File: src/rtl/client_rq_ack_q_if.sv
// Referee request/acknowledge channel between one bus client and the referee.
// The client drives the request side (master); the referee drives the
// acknowledge side (slave).
interface client_rq_ack_q_if #(
    parameter int REQ_DATA_WIDTH = 8,
    parameter int ACK_DATA_WIDTH = 8
) ();

    logic                      client_req;
    logic [REQ_DATA_WIDTH-1:0] client_data_req;
    logic                      client_ack;
    logic [ACK_DATA_WIDTH-1:0] client_data_ack;

    modport master (
        output client_req,
        output client_data_req,
        input  client_ack,
        input  client_data_ack
    );

    modport slave (
        input  client_req,
        input  client_data_req,
        output client_ack,
        output client_data_ack
    );

endinterface

File: src/rtl/client_rq_ack_q.sv
// Bus client for the req/ack referee protocol.
//
// Local requests are queued in a FIFO_DEPTH-entry FIFO and issued one at a
// time on the referee channel. The client index occupies the MSBs of every
// request word. The head entry stays in the FIFO while it is in flight and is
// popped when the referee acknowledges it. A request that is not acknowledged
// within TIMEOUT cycles is abandoned with a one-cycle timeout_err pulse.
//
// Every request ends with exactly one GAP cycle (client_req low) before the
// next one can start.
//
// Build option: define CLIENT_RETRY_EN to keep the head entry on timeout, so
// the same request is reissued after the GAP cycle. When it is not defined,
// the timed-out head is discarded.
module client_rq_ack_q #(
    parameter int CLIENT_IDX     = 0,
    parameter int IDX_WIDTH      = 1,
    parameter int REQ_DATA_WIDTH = 8,
    parameter int ACK_DATA_WIDTH = 8,
    parameter int FIFO_DEPTH     = 4,
    parameter int TIMEOUT        = 16
) (
    input  logic                                clk,
    input  logic                                rst_n,

    // Local request side
    input  logic                                push,
    input  logic [REQ_DATA_WIDTH-IDX_WIDTH-1:0] push_data,
    output logic                                full,
    output logic                                overflow,
    output logic [$clog2(FIFO_DEPTH+1)-1:0]     level,

    // Referee channel
    client_rq_ack_q_if.master                   bus,

    // Local response side
    output logic                                rsp_valid,
    output logic [ACK_DATA_WIDTH-1:0]           rsp_data,
    output logic                                timeout_err
);

    localparam int PAY_W = REQ_DATA_WIDTH - IDX_WIDTH;
    localparam int PTR_W = $clog2(FIFO_DEPTH);
    localparam int LVL_W = $clog2(FIFO_DEPTH + 1);
    localparam int CNT_W = $clog2(TIMEOUT);

    localparam logic [IDX_WIDTH-1:0] IDX_FIELD = IDX_WIDTH'(CLIENT_IDX);
    localparam logic [LVL_W-1:0]     LVL_FULL  = LVL_W'(FIFO_DEPTH);
    localparam logic [CNT_W-1:0]     CNT_LAST  = CNT_W'(TIMEOUT - 1);

    typedef enum logic [1:0] {
        S_IDLE = 2'd0,
        S_REQ  = 2'd1,
        S_GAP  = 2'd2
    } state_t;

    state_t state_q;
    state_t state_d;

    // Request queue
    logic [PAY_W-1:0] mem [FIFO_DEPTH];
    logic [PTR_W-1:0] wr_ptr_q;
    logic [PTR_W-1:0] rd_ptr_q;
    logic [LVL_W-1:0] level_q;

    // Cycles spent in the current REQ interval, minus one
    logic [CNT_W-1:0] tmo_cnt_q;

    // Registered outputs
    logic                      req_q;
    logic [REQ_DATA_WIDTH-1:0] data_req_q;
    logic                      overflow_q;
    logic                      rsp_valid_q;
    logic [ACK_DATA_WIDTH-1:0] rsp_data_q;
    logic                      timeout_err_q;

    // Per-cycle events
    logic push_ok;
    logic ack_hit;
    logic tmo_hit;
    logic pop;

    // full is derived from the pre-pop level, so a push that coincides with
    // a pop while the queue is full is still dropped.
    assign full    = (level_q == LVL_FULL);
    assign push_ok = push && !full;

    // An ack only counts while a request is on the bus.
    assign ack_hit = (state_q == S_REQ) && bus.client_ack;

    // The ack wins over a timeout that expires in the same cycle.
    assign tmo_hit = (state_q == S_REQ) && !bus.client_ack && (tmo_cnt_q == CNT_LAST);

`ifdef CLIENT_RETRY_EN
    // A timed-out head stays queued and is reissued after the GAP cycle.
    assign pop = ack_hit;
`else
    // A timed-out head is discarded along with its request.
    assign pop = ack_hit || tmo_hit;
`endif

    // Next-state logic for the request sequencer.
    // NOTE: every variable assigned in an always_comb gets a default first,
    // so no path can leave it unassigned and infer a latch.
    always_comb begin
        state_d = state_q;
        unique case (state_q)
            S_IDLE: begin
                if (level_q != '0) begin
                    state_d = S_REQ;
                end
            end
            S_REQ: begin
                if (ack_hit || tmo_hit) begin
                    state_d = S_GAP;
                end
            end
            S_GAP: begin
                state_d = (level_q != '0) ? S_REQ : S_IDLE;
            end
            default: begin
                state_d = S_IDLE;
            end
        endcase
    end

    // Sequencer state register.
    // NOTE: sequential state is always updated with non-blocking assignments
    // so every flop samples the pre-edge values of the others.
    always_ff @(posedge clk) begin
        if (!rst_n) begin
            state_q <= S_IDLE;
        end else begin
            state_q <= state_d;
        end
    end

    // Timeout counter: held at zero outside REQ, so it starts from zero on
    // every entry to REQ, and counts each REQ cycle that ends without an exit.
    always_ff @(posedge clk) begin
        if (!rst_n) begin
            tmo_cnt_q <= '0;
        end else if (state_q != S_REQ) begin
            tmo_cnt_q <= '0;
        end else begin
            tmo_cnt_q <= tmo_cnt_q + CNT_W'(1);
        end
    end

    // Queue storage: written on an accepted push.
    // NOTE: the storage array is deliberately not reset; an entry is only
    // read once level shows it as valid, so clearing the pointers and the
    // level is enough to empty the queue.
    always_ff @(posedge clk) begin
        if (push_ok) begin
            mem[wr_ptr_q] <= push_data;
        end
    end

    // Queue pointers and occupancy; pointers wrap naturally at FIFO_DEPTH.
    always_ff @(posedge clk) begin
        if (!rst_n) begin
            wr_ptr_q <= '0;
            rd_ptr_q <= '0;
            level_q  <= '0;
        end else begin
            if (push_ok) begin
                wr_ptr_q <= wr_ptr_q + PTR_W'(1);
            end
            if (pop) begin
                rd_ptr_q <= rd_ptr_q + PTR_W'(1);
            end
            unique case ({push_ok, pop})
                2'b10:   level_q <= level_q + LVL_W'(1);
                2'b01:   level_q <= level_q - LVL_W'(1);
                default: level_q <= level_q;
            endcase
        end
    end

    // Request channel outputs. They are registered from the next state, so
    // client_req is high exactly while the sequencer sits in REQ. The head
    // cannot change during REQ: pops only happen on the cycle REQ is left,
    // and a full queue never overwrites the head slot.
    always_ff @(posedge clk) begin
        if (!rst_n) begin
            req_q      <= 1'b0;
            data_req_q <= '0;
        end else begin
            req_q      <= (state_d == S_REQ);
            data_req_q <= (state_d == S_REQ) ? {IDX_FIELD, mem[rd_ptr_q]} : '0;
        end
    end

    // Local status pulses and captured acknowledge data.
    always_ff @(posedge clk) begin
        if (!rst_n) begin
            overflow_q    <= 1'b0;
            rsp_valid_q   <= 1'b0;
            rsp_data_q    <= '0;
            timeout_err_q <= 1'b0;
        end else begin
            overflow_q    <= push && full;
            rsp_valid_q   <= ack_hit;
            timeout_err_q <= tmo_hit;
            if (ack_hit) begin
                rsp_data_q <= bus.client_data_ack;
            end
        end
    end

    assign level               = level_q;
    assign overflow            = overflow_q;
    assign rsp_valid           = rsp_valid_q;
    assign rsp_data            = rsp_data_q;
    assign timeout_err         = timeout_err_q;
    assign bus.client_req      = req_q;
    assign bus.client_data_req = data_req_q;

endmodule

File: src/flat_wrapper.sv
// flat-port wrapper written by rule: the top's interface ports become plain ports
module client_rq_ack_q_flat 
#(
    parameter int CLIENT_IDX     = 0,
    parameter int IDX_WIDTH      = 1,
    parameter int REQ_DATA_WIDTH = 8,
    parameter int ACK_DATA_WIDTH = 8,
    parameter int FIFO_DEPTH     = 4,
    parameter int TIMEOUT        = 16
)
  (clk, rst_n, push, push_data, full, overflow, level, rsp_valid, rsp_data, timeout_err, bus_client_req, bus_client_data_req, bus_client_ack, bus_client_data_ack);
  client_rq_ack_q_if #(.REQ_DATA_WIDTH(REQ_DATA_WIDTH), .ACK_DATA_WIDTH(ACK_DATA_WIDTH)) bus_i ();
  input  logic clk;
  input  logic rst_n;
  input  logic push;
  input  logic [REQ_DATA_WIDTH-IDX_WIDTH-1:0] push_data;
  output logic full;
  output logic overflow;
  output logic [$clog2(FIFO_DEPTH+1)-1:0] level;
  output logic rsp_valid;
  output logic [ACK_DATA_WIDTH-1:0] rsp_data;
  output logic timeout_err;
  output wire logic [$bits(bus_i.client_req)-1:0] bus_client_req;
  output wire logic [$bits(bus_i.client_data_req)-1:0] bus_client_data_req;
  input wire logic [$bits(bus_i.client_ack)-1:0] bus_client_ack;
  input wire logic [$bits(bus_i.client_data_ack)-1:0] bus_client_data_ack;
  assign bus_client_req = bus_i.client_req;
  assign bus_client_data_req = bus_i.client_data_req;
  assign bus_i.client_ack = bus_client_ack;
  assign bus_i.client_data_ack = bus_client_data_ack;
  client_rq_ack_q #(.CLIENT_IDX(CLIENT_IDX), .IDX_WIDTH(IDX_WIDTH), .REQ_DATA_WIDTH(REQ_DATA_WIDTH), .ACK_DATA_WIDTH(ACK_DATA_WIDTH), .FIFO_DEPTH(FIFO_DEPTH), .TIMEOUT(TIMEOUT)) u_core (.clk(clk), .rst_n(rst_n), .push(push), .push_data(push_data), .full(full), .overflow(overflow), .level(level), .bus(bus_i), .rsp_valid(rsp_valid), .rsp_data(rsp_data), .timeout_err(timeout_err));
endmodule
File: config.mk
export PLATFORM = sky130hd
export DESIGN_NAME = client_rq_ack_q_flat
export DESIGN_NICKNAME = d
export VERILOG_FILES = /design/src/rtl/client_rq_ack_q_if.sv /design/src/rtl/client_rq_ack_q.sv /design/src/flat_wrapper.sv
export SDC_FILE = /design/constraint.sdc
export NUM_CORES = 1
export LEC_CHECK = 0
export ABC_AREA = 1
export BUFFER_PORTS_ARGS = -buffer_cell sky130_fd_sc_hd__buf_4
export CAP_MARGIN = 0
export CORE_MARGIN = 4
export CORE_UTILIZATION = 58
export DETAILED_ROUTE_END_ITERATION = 8
export GPL_TIMING_DRIVEN = 0
export PLACE_DENSITY_LB_ADDON = 0.12
export SLEW_MARGIN = 25
export SYNTH_ARGS = -nofsm -noshare
export SYNTH_HDL_FRONTEND = slang
export SYNTH_SLANG_ARGS = --single-unit
File: constraint.sdc
create_clock -name clk -period 3.65 [get_ports clk]
set_input_delay 0.365 -clock clk [delete_from_list [all_inputs] [get_ports clk]]
set_output_delay 0.365 -clock clk [all_outputs]
set_load 0.05 [all_outputs]
== After elaboration in Yosys (flattened, before gate mapping) ==
Memory sizes are Yosys's and may differ from the RTL's. A register that Yosys moved wholly into a read port is not among the register bits.
Cells that the tools add are included.
Storage, ports and cells
  logic and storage cells: 47
  output and inout bits: 24
  memory bits (writable): 28
  input bits: 19
  register bits: 26
  memories: 1
Memory list
  u_core.mem: words 4, bits a word 7, read ports 1, clocked after memory_dff 1, wr ports 1, line client_rq_ack_q.sv:61  | logic [PAY_W-1:0] mem [FIFO_DEPTH];
Operators by class
  bitwise logic cells: 1
  equality and inequality tests: 8
  muxes and demuxes: 7
  add/sub/neg operators: 5
  reduce and logical (&&, ||, !) cells: 14
Operators with widths (number)
  $eq 2x1->1 const B: 3
  $pmux 2 s3: 1
  $pmux 3 s2: 1
  $logic_and 1x1->1: 5
  $add 2x1->2 const B: 2
  $add 4x1->4 const B: 1
  $eq 2x2->1 const B: 2
  $eq 4x4->1 const B: 1
  $mux 2: 2
  $add 3x1->3 const B: 1
  $eq 3x3->1 const B: 1
  $logic_not 1->1: 3
  $mux 1: 3
  $reduce_bool 3->1: 1
  $sub 3x1->3 const B: 1
  $logic_not 2->1: 1
  $ne 2x1->1 const B: 1
  $reduce_and 2->1: 1
  $reduce_bool 2->1: 1
  $reduce_or 2->1: 1
  $logic_or 1x1->1: 1
  $not 1->1: 1

== Longest topological paths before layout ==
Gate-level depths: netlist of the first run.
  depth in word-level cells: 9
  gate-level depth with buffers: 11
  gate-level depth less buffers: 11

== Worst setup path before layout of the first run ==
OpenSTA, ideal clock, no wires.
  path kind: register to register
  from: register u_core.level_q[2], in the netlist u_core.level[2]
  to: register u_core.level_q[2], in the netlist u_core.level[2]
  path buffers: 0
  stages on the path, launching flop included: 10
  slack: 1602 ps
  setup time: 119 ps
  clock period less this slack: 2048 ps
  data arrival time: 1929 ps
  data required time: 3531 ps
  cells stage by stage: dfxtp_1 nand3_1 nand2_2 ha_1 inv_1 fa_1 nand2_1 nand3_1 o21ai_0 a21oi_1
On the way
  longest elaborated chain between the ends: 5
  elaborated cells between the ends (all ways): 9
  classes of those cells: 2 x add/sub; 3 x eq/ne; 1 x mux; 3 x reduce/logical
Ends and longest elaborated chain
  from (decl): line client_rq_ack_q.sv:64  | logic [LVL_W-1:0] level_q;
  from (signal assigned): line client_rq_ack_q.sv:174  | 2'b10: level_q <= level_q + LVL_W'(1);
  from (signal assigned): line client_rq_ack_q.sv:175  | 2'b01: level_q <= level_q - LVL_W'(1);
  from (signal assigned): line client_rq_ack_q.sv:176  | default: level_q <= level_q;
  $eq 3x3->1: line client_rq_ack_q.sv:85  | assign full = (level_q == LVL_FULL);
  $logic_not 1->1: line client_rq_ack_q.sv:86  | assign push_ok = push && !full;
  $logic_and 1x1->1: line client_rq_ack_q.sv:86
  $eq 2x1->1 / $eq 2x2->1 (equally long branches): line client_rq_ack_q.sv:173  | unique case ({push_ok, pop})
  $pmux 3 s2 / $reduce_bool 2->1 (equally long branches)
Several ways; a longest one is shown, not always the timed one.
A chain may end at the register's enable or synchronous reset.

== Worst setup path after layout of the first run ==
  from: register u_core.tmo_cnt_q[0]
  to: register u_core.level_q[2], in the netlist u_core.level[2]
On the way
  longest elaborated chain between the ends: 5
  elaborated cells between the ends (all ways): 7
  classes of those cells: 3 x eq/ne; 1 x mux; 3 x reduce/logical
Ends and longest elaborated chain
  from (decl): line client_rq_ack_q.sv:67  | logic [CNT_W-1:0] tmo_cnt_q;
  from (signal assigned): line client_rq_ack_q.sv:146  | tmo_cnt_q <= tmo_cnt_q + CNT_W'(1);
  $eq 4x4->1 *: line client_rq_ack_q.sv:92  | assign tmo_hit = (state_q == S_REQ) && !bus.client_ack && (tmo_cnt_q == CNT_LAST);
  $logic_and 1x1->1 *: line client_rq_ack_q.sv:92
  $logic_or 1x1->1 *: line client_rq_ack_q.sv:99  | assign pop = ack_hit || tmo_hit;
  net u_core.pop: line client_rq_ack_q.sv:81  | logic pop;
  $eq 2x1->1 / $eq 2x2->1 (equally long branches): line client_rq_ack_q.sv:173
  $pmux 3 s2 / $reduce_bool 2->1 (equally long branches)
Mark *: on every way through the listed nets, which the timed path passes. The rest lies on a longest branch.

==> results of run 1 <==
[state kept, by name (all words and copies together) (netlist names)]
| name | cells |
|---|---|
| u_core.wr_ptr_q | 2 |
| u_core.rsp_data | 8 |
| u_core.mem | 28 |
| u_core.rd_ptr_q | 2 |
| u_core.bus.client_data_req | 7 |
| u_core.bus.client_req | 1 |
| u_core.tmo_cnt_q | 4 |
| u_core.state_q | 2 |
| u_core.timeout_err | 1 |
| u_core.rsp_valid | 1 |
| u_core.overflow | 1 |
| u_core.level | 3 |
[cells by family after synthesis]
kind of cell / synth area share
compound gates: 0.102
buf+inv: 0.0914
simple gates: 0.136
flops: 0.622
other cells: 0.00157
fa+ha+maj: 0.0399
xor+xnor: 0.00735
[per-layer routing]
layer	vias up	part of all wire	global-route usage
met5	-	0	0
met4	0	0.018	0.127
met3	10	0.083	0.0637
met2	52	0.46	0.292
met1	708	0.44	0.230
li1	852	-	-
[cell usage in the layout, fill, tap and decap left out, types with 6 or more instances in the layout]
cell type / instances
nor2_1: 39
edfxtp_1: 28
nand2_1: 16
a21oi_1: 15
ha_1: 6
buf_4: 44
inv_1: 29
clkbuf_8: 11
dfxtp_1: 32
o21ai_0: 18
nand3_1: 13
o21ai_1: 9
[where the power goes]
part	internal (uW)	total, uW	switching (uW)
clock	421	674	253
combinational	118	372	254
sequential	762	785	23.4
[worst max-delay path by stage]
stage | from | end | slack, ps | depth (start not counted)
2_1_floorplan | u_core.level[2]$_SDFFE_PN0P_ | u_core.level[2]$_SDFFE_PN0P_ | 1600 | 9
3_3_place_gp | u_core.tmo_cnt_q[0]$_SDFF_PP0_ | u_core.level[2]$_SDFFE_PN0P_ | 1660 | 10
3_5_place_dp | u_core.tmo_cnt_q[0]$_SDFF_PP0_ | u_core.level[2]$_SDFFE_PN0P_ | 1600 | 10
4_1_cts | u_core.tmo_cnt_q[0]$_SDFF_PP0_ | u_core.level[2]$_SDFFE_PN0P_ | 1520 | 10
5_1_grt | u_core.tmo_cnt_q[0]$_SDFF_PP0_ | u_core.level[2]$_SDFFE_PN0P_ | 1320 | 10
6_report | u_core.tmo_cnt_q[0]$_SDFF_PP0_ | u_core.level[2]$_SDFFE_PN0P_ | 1530 | 10
[final cells by class]
type,instances,area [um2],share of cell area
Inverter,32,123,0.0413
Sequential cell,60,1480,0.499
Clock inverter,4,71.3,0.0240
Tap cell,50,62.6,0.0211
Clock buffer,12,155,0.0522
Multi-Input combinational cell,130,683,0.230
Timing Repair Buffer,40,300,0.101
Buffer,10,95.1,0.0320
[worst register-to-register path: cells and delay by family, from the launching register on]
family / cells / cell delay [ps]
compound gates: 3 / 460
fa+ha+maj: 3 / 780
buf+inv: 1 / 70
flops: 1 / 350
simple gates: 3 / 340
[metrics by stage]
| stage | setup WS [ps] | power, uW | hold slack [ps] |
|---|---|---|---|
| 4_1_cts | 1520 | 1850 | 213 |
| 5_1_grt | 1320 | 1920 | 214 |
| 2_1_floorplan | 1600 | 1060 | 417 |
| 3_3_place_gp | 1660 | 1170 | 430 |
| 6_report | 1530 | 1830 | 225 |
| 3_5_place_dp | 1600 | 1170 | 450 |
[synthesized netlist by cell type (2+ instances only)]
library cell / count / share of area
a21oi_1: 15 / 0.032
buf_4: 4 / 0.013
buf_6: 4 / 0.019
dfxtp_1: 32 / 0.27
edfxtp_1: 28 / 0.35
ha_1: 6 / 0.032
inv_1: 29 / 0.046
inv_2: 2 / 0.0032
nand2_1: 16 / 0.025
nand2_2: 3 / 0.0079
nand3_1: 13 / 0.027
nor2_1: 39 / 0.061
o21ai_0: 18 / 0.038
o21ai_1: 9 / 0.019
==> run_results.csv, run 1 <==
group,metric,value,unit
outcome,status,"completed",
sta,final_hold_viol_count,0,
clocking,ctsHoldBuffers,0,
sta,setup_viol,0,
drt,drt_first_pass_iters,4,
sta,worstMarginPinSlew,655,ps
setup_path,reg2reg_depth,10,
sta,maxSlewViolCount,0,
clocking,clk_path_buf_depth,2,
global_route,overflow,0,
setup_path,critPathLaunchType,"flop",
yosys,synth_warnings,0,
power_and_ir_drop,power_density,616,nW/um2
yosys,synth_edf_count,28,
yosys,synth_ff_type,"dfxtp_1",
setup_path,timing.rr.end,"u_core.level[2]$_SDFFE_PN0P_",
drt,dr.first_iter.drc_count,77,
layout,diodes,0,
layout,final_util,0.743,
sta,tns,0,ps
drt,drc_errors,0,
placement,post-dp-hpwl,3010,um
drt,wl_per_cell,13.0,um
sta,slew_headroom,0.562,
sta,min_period,2120,ps
min_path,min_path_cells,1,
setup_path,end_kind,"flop",
layout,drive_gt1_frac,0.267,
setup_path,cp.required,3870,ps
global_route,grt_max_degree,12,
floorplanning,die_y,72.1,um
clocking,cts.clk_slew.worst_paths,70,ps
sta,fmax,473,MHz
setup_path,slowest_delay,380,ps
drt,ant_nets,0,
clocking,clk_latency,340,ps
yosys,synth-seq-cells,60,
drt,drt_wl_total,4390,um
global_route,grt_pass1_wl,7280,um
min_path,hold_class,"in2reg",
min_path,holdPathEnd,"u_core.mem[2][2]$_DFFE_PP_",
clocking,cts_root_buffer,"clkbuf_8",
power_and_ir_drop,irDropWorstVdd,411,uV
clocking,cts_tree,"done",
setup_path,rr_startpoint,"u_core.tmo_cnt_q[0]$_SDFF_PP0_",
min_path,min_from,"push_data[2]",
yosys,synth_area_per_cell,10.3,um2
setup_path,critPathSlowestCell,"fa_1",
placement,io_buffers,40,
placement,placedCellCount,322,
clocking,cts_setup_buffers,0,
placement,gp_congestion,0.759,
setup_path,r2r_slack,1530,ps
floorplanning,start_util,0.596,
setup_path,cp_num_buf_inv,1,
yosys,synth_seq_area_share,0.622,
setup_path,arrival,2340,ps
setup_path,crit_type,"reg2reg",
floorplanning,fp.dieW,72.1,um
setup_path,cpLargestDelayFamily,"adder cells",
clocking,ctsResizeCount,0,
sta,fin_skew,5.40,ps
power_and_ir_drop,p_leak,0.00128,uW
job,maxCapViolCount,0,
global_route,antenna_found_initial,0,
layout,syn2layout_area_growth,24.7,%
drt,routed_via_density,4.80,
sta,rsz0062_at_grt,"no",
layout,fin_cells,338,
yosys,synthArstFlopShare,0,
layout,fin_nets,309,
yosys,syn_inst,232,
floorplanning,core_area,4000,um2
clocking,cts_num_sinks,60,
floorplanning,die_area,5200,um2
placement,placed_area,2750,um2
layout,num-fill-cells,270,
global_route,first_global_vias,1603,
drt,num_vias,1622,
floorplanning,io_pins,43,
yosys,syn_area,2380,um2
yosys,synth_cell_types,28,
layout,post-route-cell-area,2970,um2
clocking,htreeDepth,3,
setup_path,path_cells,"ha_1, nand3_1, a21oi_4, ha_1, inv_1, fa_1, nand2_1, nand3_1, o21ai_0, a21oi_1",
sta,period_share,0.580,
global_route,grt_use_total,0.191,
floorplanning,rows,23,
setup_path,critPathMaxFanout,4,
clocking,numCtsBuffers,9,
yosys,syn_nets,258,
(Power assumes the default switching activity.)
==> run 2, diff against run 1 <==
--- a/config.mk
+++ b/config.mk
@@ -9,7 +9,7 @@
 export BUFFER_PORTS_ARGS = -buffer_cell sky130_fd_sc_hd__buf_4
 export CAP_MARGIN = 0
 export CORE_MARGIN = 4
-export CORE_UTILIZATION = 58
+export CORE_UTILIZATION = 54
 export DETAILED_ROUTE_END_ITERATION = 8
 export GPL_TIMING_DRIVEN = 0
 export PLACE_DENSITY_LB_ADDON = 0.12
==> constraint.sdc (replaced) <==
create_clock -name clk -period 2 [get_ports clk]
set_input_delay 0.2 -clock clk [delete_from_list [all_inputs] [get_ports clk]]
set_output_delay 0.2 -clock clk [all_outputs]
set_load 0.05 [all_outputs]
==> run_results.csv, run 2 (synthesis results as in run 1) <==
group,metric,value,unit
placement,post-dp-hpwl,2820,um
global_route,grt_max_degree,11,
power_and_ir_drop,p_leak,0.00128,uW
floorplanning,start_util,0.575,
sta,fin_skew,7.39,ps
global_route,first_global_vias,1540,
setup_path,critPathSlowestCell,"dfxtp_1",
drt,ant_nets,0,
setup_path,cp_num_buf_inv,1,
clocking,cts_root_buffer,"clkbuf_8",
clocking,cts_tree,"done",
power_and_ir_drop,power_density,1100,nW/um2
layout,drive_gt1_frac,0.293,
global_route,grt_use_total,0.173,
job,maxCapViolCount,0,
sta,final_hold_viol_count,0,
sta,maxSlewViolCount,0,
drt,drc_errors,0,
sta,min_period,1830,ps
setup_path,path_cells,"ha_4, nand3_2, a21oi_4, ha_2, inv_1, fa_2, nand2_1, nand3_1, o21ai_1, a21oi_1",
floorplanning,die_area,5540,um2
drt,drt_first_pass_iters,4,
layout,syn2layout_area_growth,26.5,%
setup_path,arrival,2050,ps
drt,dr.first_iter.drc_count,135,
global_route,grt_pass1_wl,6930,um
floorplanning,io_pins,43,
clocking,cts_num_sinks,60,
layout,fin_nets,311,
floorplanning,fp.dieW,74.4,um
clocking,clk_latency,330,ps
global_route,overflow,0,
sta,slew_headroom,0.560,
global_route,antenna_found_initial,0,
layout,mostFrequentLayoutCells,"buf_4, nor2_1, dfxtp_1, inv_1, edfxtp_1",
min_path,hold_class,"in2reg",
sta,period_share,0.915,
sta,worstMarginPinSlew,658,ps
layout,final_util,0.727,
sta,setup_viol,0,
setup_path,cpLargestDelayFamily,"adder cells",
clocking,htreeDepth,3,
clocking,numCtsBuffers,9,
setup_path,end_kind,"flop",
floorplanning,rows,23,
power_and_ir_drop,irDropWorstVdd,716,uV
drt,num_vias,1679,
outcome,status,"completed",
layout,regMostFlops,"u_core.mem",
setup_path,slowest_delay,370,ps
layout,layout_commonest_cell,"buf_4",
drt,drt_wl_total,4180,um
setup_path,critPathLaunchType,"flop",
clocking,cts.clk_slew.worst_paths,60,ps
sta,whs,73.9,ps
placement,io_buffers,40,
layout,num-fill-cells,316,
clocking,ctsHoldBuffers,0,
sta,fmax,546,MHz
drt,routed_via_density,4.94,
floorplanning,die_y,74.4,um
setup_path,crit_type,"reg2reg",
sta,rsz0062_at_grt,"no",
placement,gp_congestion,0.758,
layout,diodes,0,
layout,largest_register_ffs,28,
clocking,clk_path_buf_depth,2,
drt,wl_per_cell,12.3,um
setup_path,critPathMaxFanout,3,
setup_path,cp.required,2220,ps
floorplanning,core_area,4140,um2
## run 2: cell count changes in the layout (fill, tap and decap cells not counted), sizes merged
cell | previous run | this run
clkinvlp | 0 | 1
buf | 50 | 52
inv | 33 | 32
## run 2: final timing paths
check	cells after the start	slack, ps	from	to
worst max-delay path	10	170	u_core.tmo_cnt_q[1]$_SDFF_PP0_	u_core.level[2]$_SDFFE_PN0P_
worst min-delay path	1	70	push_data[5]	u_core.mem[3][5]$_DFFE_PP_
worst max register to register	10	170	u_core.tmo_cnt_q[1]$_SDFF_PP0_	u_core.level[2]$_SDFFE_PN0P_
worst min register to register	1	450	u_core.tmo_cnt_q[0]$_SDFF_PP0_	u_core.tmo_cnt_q[0]$_SDFF_PP0_
## run 2: timing repair
| action | CTS | global route |
|---|---|---|
| setup buffers | 1 | 1 |
| endpoints found under the setup margin | 1 | 1 |
| gates resized for setup | 2 | 7 |
| pin swaps | 1 | 1 |
## run 2: report_power, final
| group | internal, uW | total, uW | switching [uW] |
|---|---|---|---|
| registers | 1390 | 1430 | 43.2 |
| logic | 226 | 692 | 467 |
| clock network | 734 | 1170 | 439 |
| total | 2350 | 3300 | 949 |
## run 2: stage by stage
| stage | cells | setup WS, ps | instance area (um2) | TNS (ps) | power, uW |
|---|---|---|---|---|---|
| floorplan | 232 | 18.4 | 2380 | 0 | 1940 |
| global placement | 322 | -19.8 | 2750 | -19.8 | 2130 |
| detailed placement | 322 | -54.0 | 2750 | -54.0 | 2140 |
| CTS | 339 | 2.35 | 2980 | 0 | 3310 |
| global route | 340 | 17.4 | 3010 | 0 | 3460 |
| finish | 340 | 170 | 3010 | 0 | 3300 |
## run 2: per-layer routing
layer / vias to the layer above / part of all wire / track usage
met2: 51 / 0.47 / 0.271
met1: 752 / 0.45 / 0.209
met5: - / 0 / 0
met4: 0 / 0.021 / 0.101
met3: 9 / 0.064 / 0.0581
li1: 867 / - / -
## run 2: cell type report
class / instances / area [um2] / area share
plain buffers: 10 / 95.1 / 0.0316
clock buffers: 12 / 145 / 0.0482
clock inverters: 4 / 72.6 / 0.0241
inverters: 32 / 123 / 0.0407
multi-input cells: 130 / 716 / 0.238
flip-flops and latches: 60 / 1480 / 0.493
well taps: 50 / 62.6 / 0.0208
repair buffers: 42 / 315 / 0.105
==> run 3, diff against run 2 <==
--- a/config.mk
+++ b/config.mk
@@ -9,7 +9,8 @@
 export BUFFER_PORTS_ARGS = -buffer_cell sky130_fd_sc_hd__buf_4
 export CAP_MARGIN = 0
 export CORE_MARGIN = 4
-export CORE_UTILIZATION = 54
+export CORE_UTILIZATION = 57
+export CTS_BUF_LIST = sky130_fd_sc_hd__clkbuf_4
 export DETAILED_ROUTE_END_ITERATION = 8
 export GPL_TIMING_DRIVEN = 0
 export PLACE_DENSITY_LB_ADDON = 0.12
==> run_results.csv, run 3 (synthesis results as in run 1) <==
group,metric,value,unit
outcome,status,"completed",
clocking,cts.clk_slew.worst_paths,100,ps
setup_path,path_cells,"ha_4, nand3_2, a21oi_4, ha_4, inv_1, fa_1, nand2_1, nand3_1, o21ai_1, a21oi_1",
job,maxCapViolCount,0,
setup_path,cp_num_buf_inv,1,
sta,period_share,0.962,
layout,mostFrequentLayoutCells,"buf_4, nor2_1, inv_1, dfxtp_1, edfxtp_1",
setup_path,critPathSlowestCell,"dfxtp_4",
floorplanning,die_area,5280,um2
drt,drt_wl_total,4560,um
drt,drc_errors,0,
power_and_ir_drop,p_leak,0.00129,uW
setup_path,critPathLaunchType,"flop",
setup_path,critPathMaxFanout,3,
layout,final_util,0.753,
layout,num-fill-cells,300,
sta,min_period,1920,ps
sta,fmax,520,MHz
setup_path,cpLargestDelayFamily,"adder cells",
placement,io_buffers,40,
global_route,grt_pass1_wl,7200,um
drt,routed_via_density,4.98,
setup_path,end_kind,"flop",
global_route,grt_use_total,0.190,
global_route,first_global_vias,1532,
setup_path,arrival,2220,ps
clocking,htreeDepth,3,
global_route,overflow,0,
min_path,hold_class,"in2reg",
power_and_ir_drop,power_density,1020,nW/um2
floorplanning,io_pins,43,
drt,drt_first_pass_iters,4,
drt,wl_per_cell,13.1,um
global_route,antenna_found_initial,0,
global_route,grt_max_degree,12,
layout,drive_gt1_frac,0.290,
clocking,clk_path_buf_depth,2,
drt,dr.first_iter.drc_count,104,
drt,ant_nets,0,
floorplanning,start_util,0.591,
layout,syn2layout_area_growth,27.4,%
sta,slew_headroom,0.560,
floorplanning,rows,23,
clocking,cts_num_sinks,60,
power_and_ir_drop,irDropWorstVdd,590,uV
clocking,cts_root_buffer,"clkbuf_4",
sta,setup_viol,0,
drt,num_vias,1727,
floorplanning,core_area,4030,um2
placement,placed_area,2750,um2
sta,worstMarginPinSlew,658,ps
setup_path,cp.required,2290,ps
setup_path,rr_startpoint,"u_core.tmo_cnt_q[0]$_SDFF_PP0_",
clocking,clk_latency,410,ps
layout,layout_commonest_cell,"buf_4",
setup_path,startpoint,"u_core.tmo_cnt_q[0]$_SDFF_PP0_",
setup_path,crit_type,"reg2reg",
setup_path,crit_top_cell,"ha_4",
sta,maxSlewViolCount,0,
placement,post-dp-hpwl,3010,um
placement,gp_congestion,0.780,
sta,fin_skew,13.4,ps
layout,largest_register_ffs,28,
layout,diodes,0,
floorplanning,die_y,72.7,um
setup_path,slowest_delay,380,ps
layout,regMostFlops,"u_core.mem",
min_path,min_from,"push",
floorplanning,fp.dieW,72.7,um
layout,post-route-cell-area,3040,um2
sta,final_hold_viol_count,0,
clocking,numCtsBuffers,9,
layout,fin_nets,318,
clocking,cts_tree,"done",
-- run 3: area by class of cell --
class                      instances  area [um2]  share of cell area
clock buffer                       9        67.6              0.0223
buffer                            10        95.1              0.0313
multi-input combinational        130         723               0.238
sequential                        60        1490               0.490
tap                               50        62.6              0.0206
timing repair buffer              49         385               0.127
inverter                          32         123              0.0404
clock inverter                     7        91.3              0.0301
-- run 3: power breakdown --
part | leakage [uW] | switching, uW | internal (uW) | total, uW
clock | 0.0000873 | 455 | 502 | 957
sequential | 0.000520 | 45.2 | 1390 | 1440
combinational | 0.000687 | 473 | 237 | 711
total | 0.00129 | 973 | 2130 | 3100
-- run 3: final timing paths --
| check | to | slack [ps] | cells past startpoint |
|---|---|---|---|
| min reg2reg | u_core.tmo_cnt_q[0]$_SDFF_PP0_ | 440 | 1 |
| max | u_core.level[2]$_SDFFE_PN0P_ | 80 | 10 |
| min | u_core.overflow$_SDFF_PN0_ | 50 | 3 |
| max reg2reg | u_core.level[2]$_SDFFE_PN0P_ | 80 | 10 |
-- run 3: worst reg2reg max path, delay by kind of cell, from the launching register on --
family	cells	cell delay, ps
and+or+nand+nor	3	310
buffers and inverters	1	60
AOI/OAI and AO/OA	3	370
adders and majority gates	3	680
DFF	1	380
-- run 3: repair_timing --
action | 4_1_cts | 5_1_grt
hold buffers | 7 | 0
endpoints found under the setup margin | 1 | 1
gates resized for setup | 5 | 6
setup buffers | 2 | 0
hold endpoints to repair | 28 | 0
pin swaps | 1 | 2
gates cloned | 0 | 0
-- run 3: layer usage --
metal / track usage / part of all wire
met1: 0.236 / 0.40
met2: 0.292 / 0.48
met3: 0.0455 / 0.083
met4: 0.129 / 0.030
met5: 0 / 0
-- run 3: stage by stage --
step	power, uW	setup TNS (ps)	std cells	hold WS [ps]	worst slack [ps]
2_1_floorplan	1940	0	232	299	18.4
3_3_place_gp	2130	-3.30	322	401	-3.30
3_5_place_dp	2150	-79.5	322	403	-79.5
4_1_cts	3110	0	347	22.0	2.67
5_1_grt	3260	-32.4	347	36.6	-32.4
6_report	3100	0	347	47.3	75.5
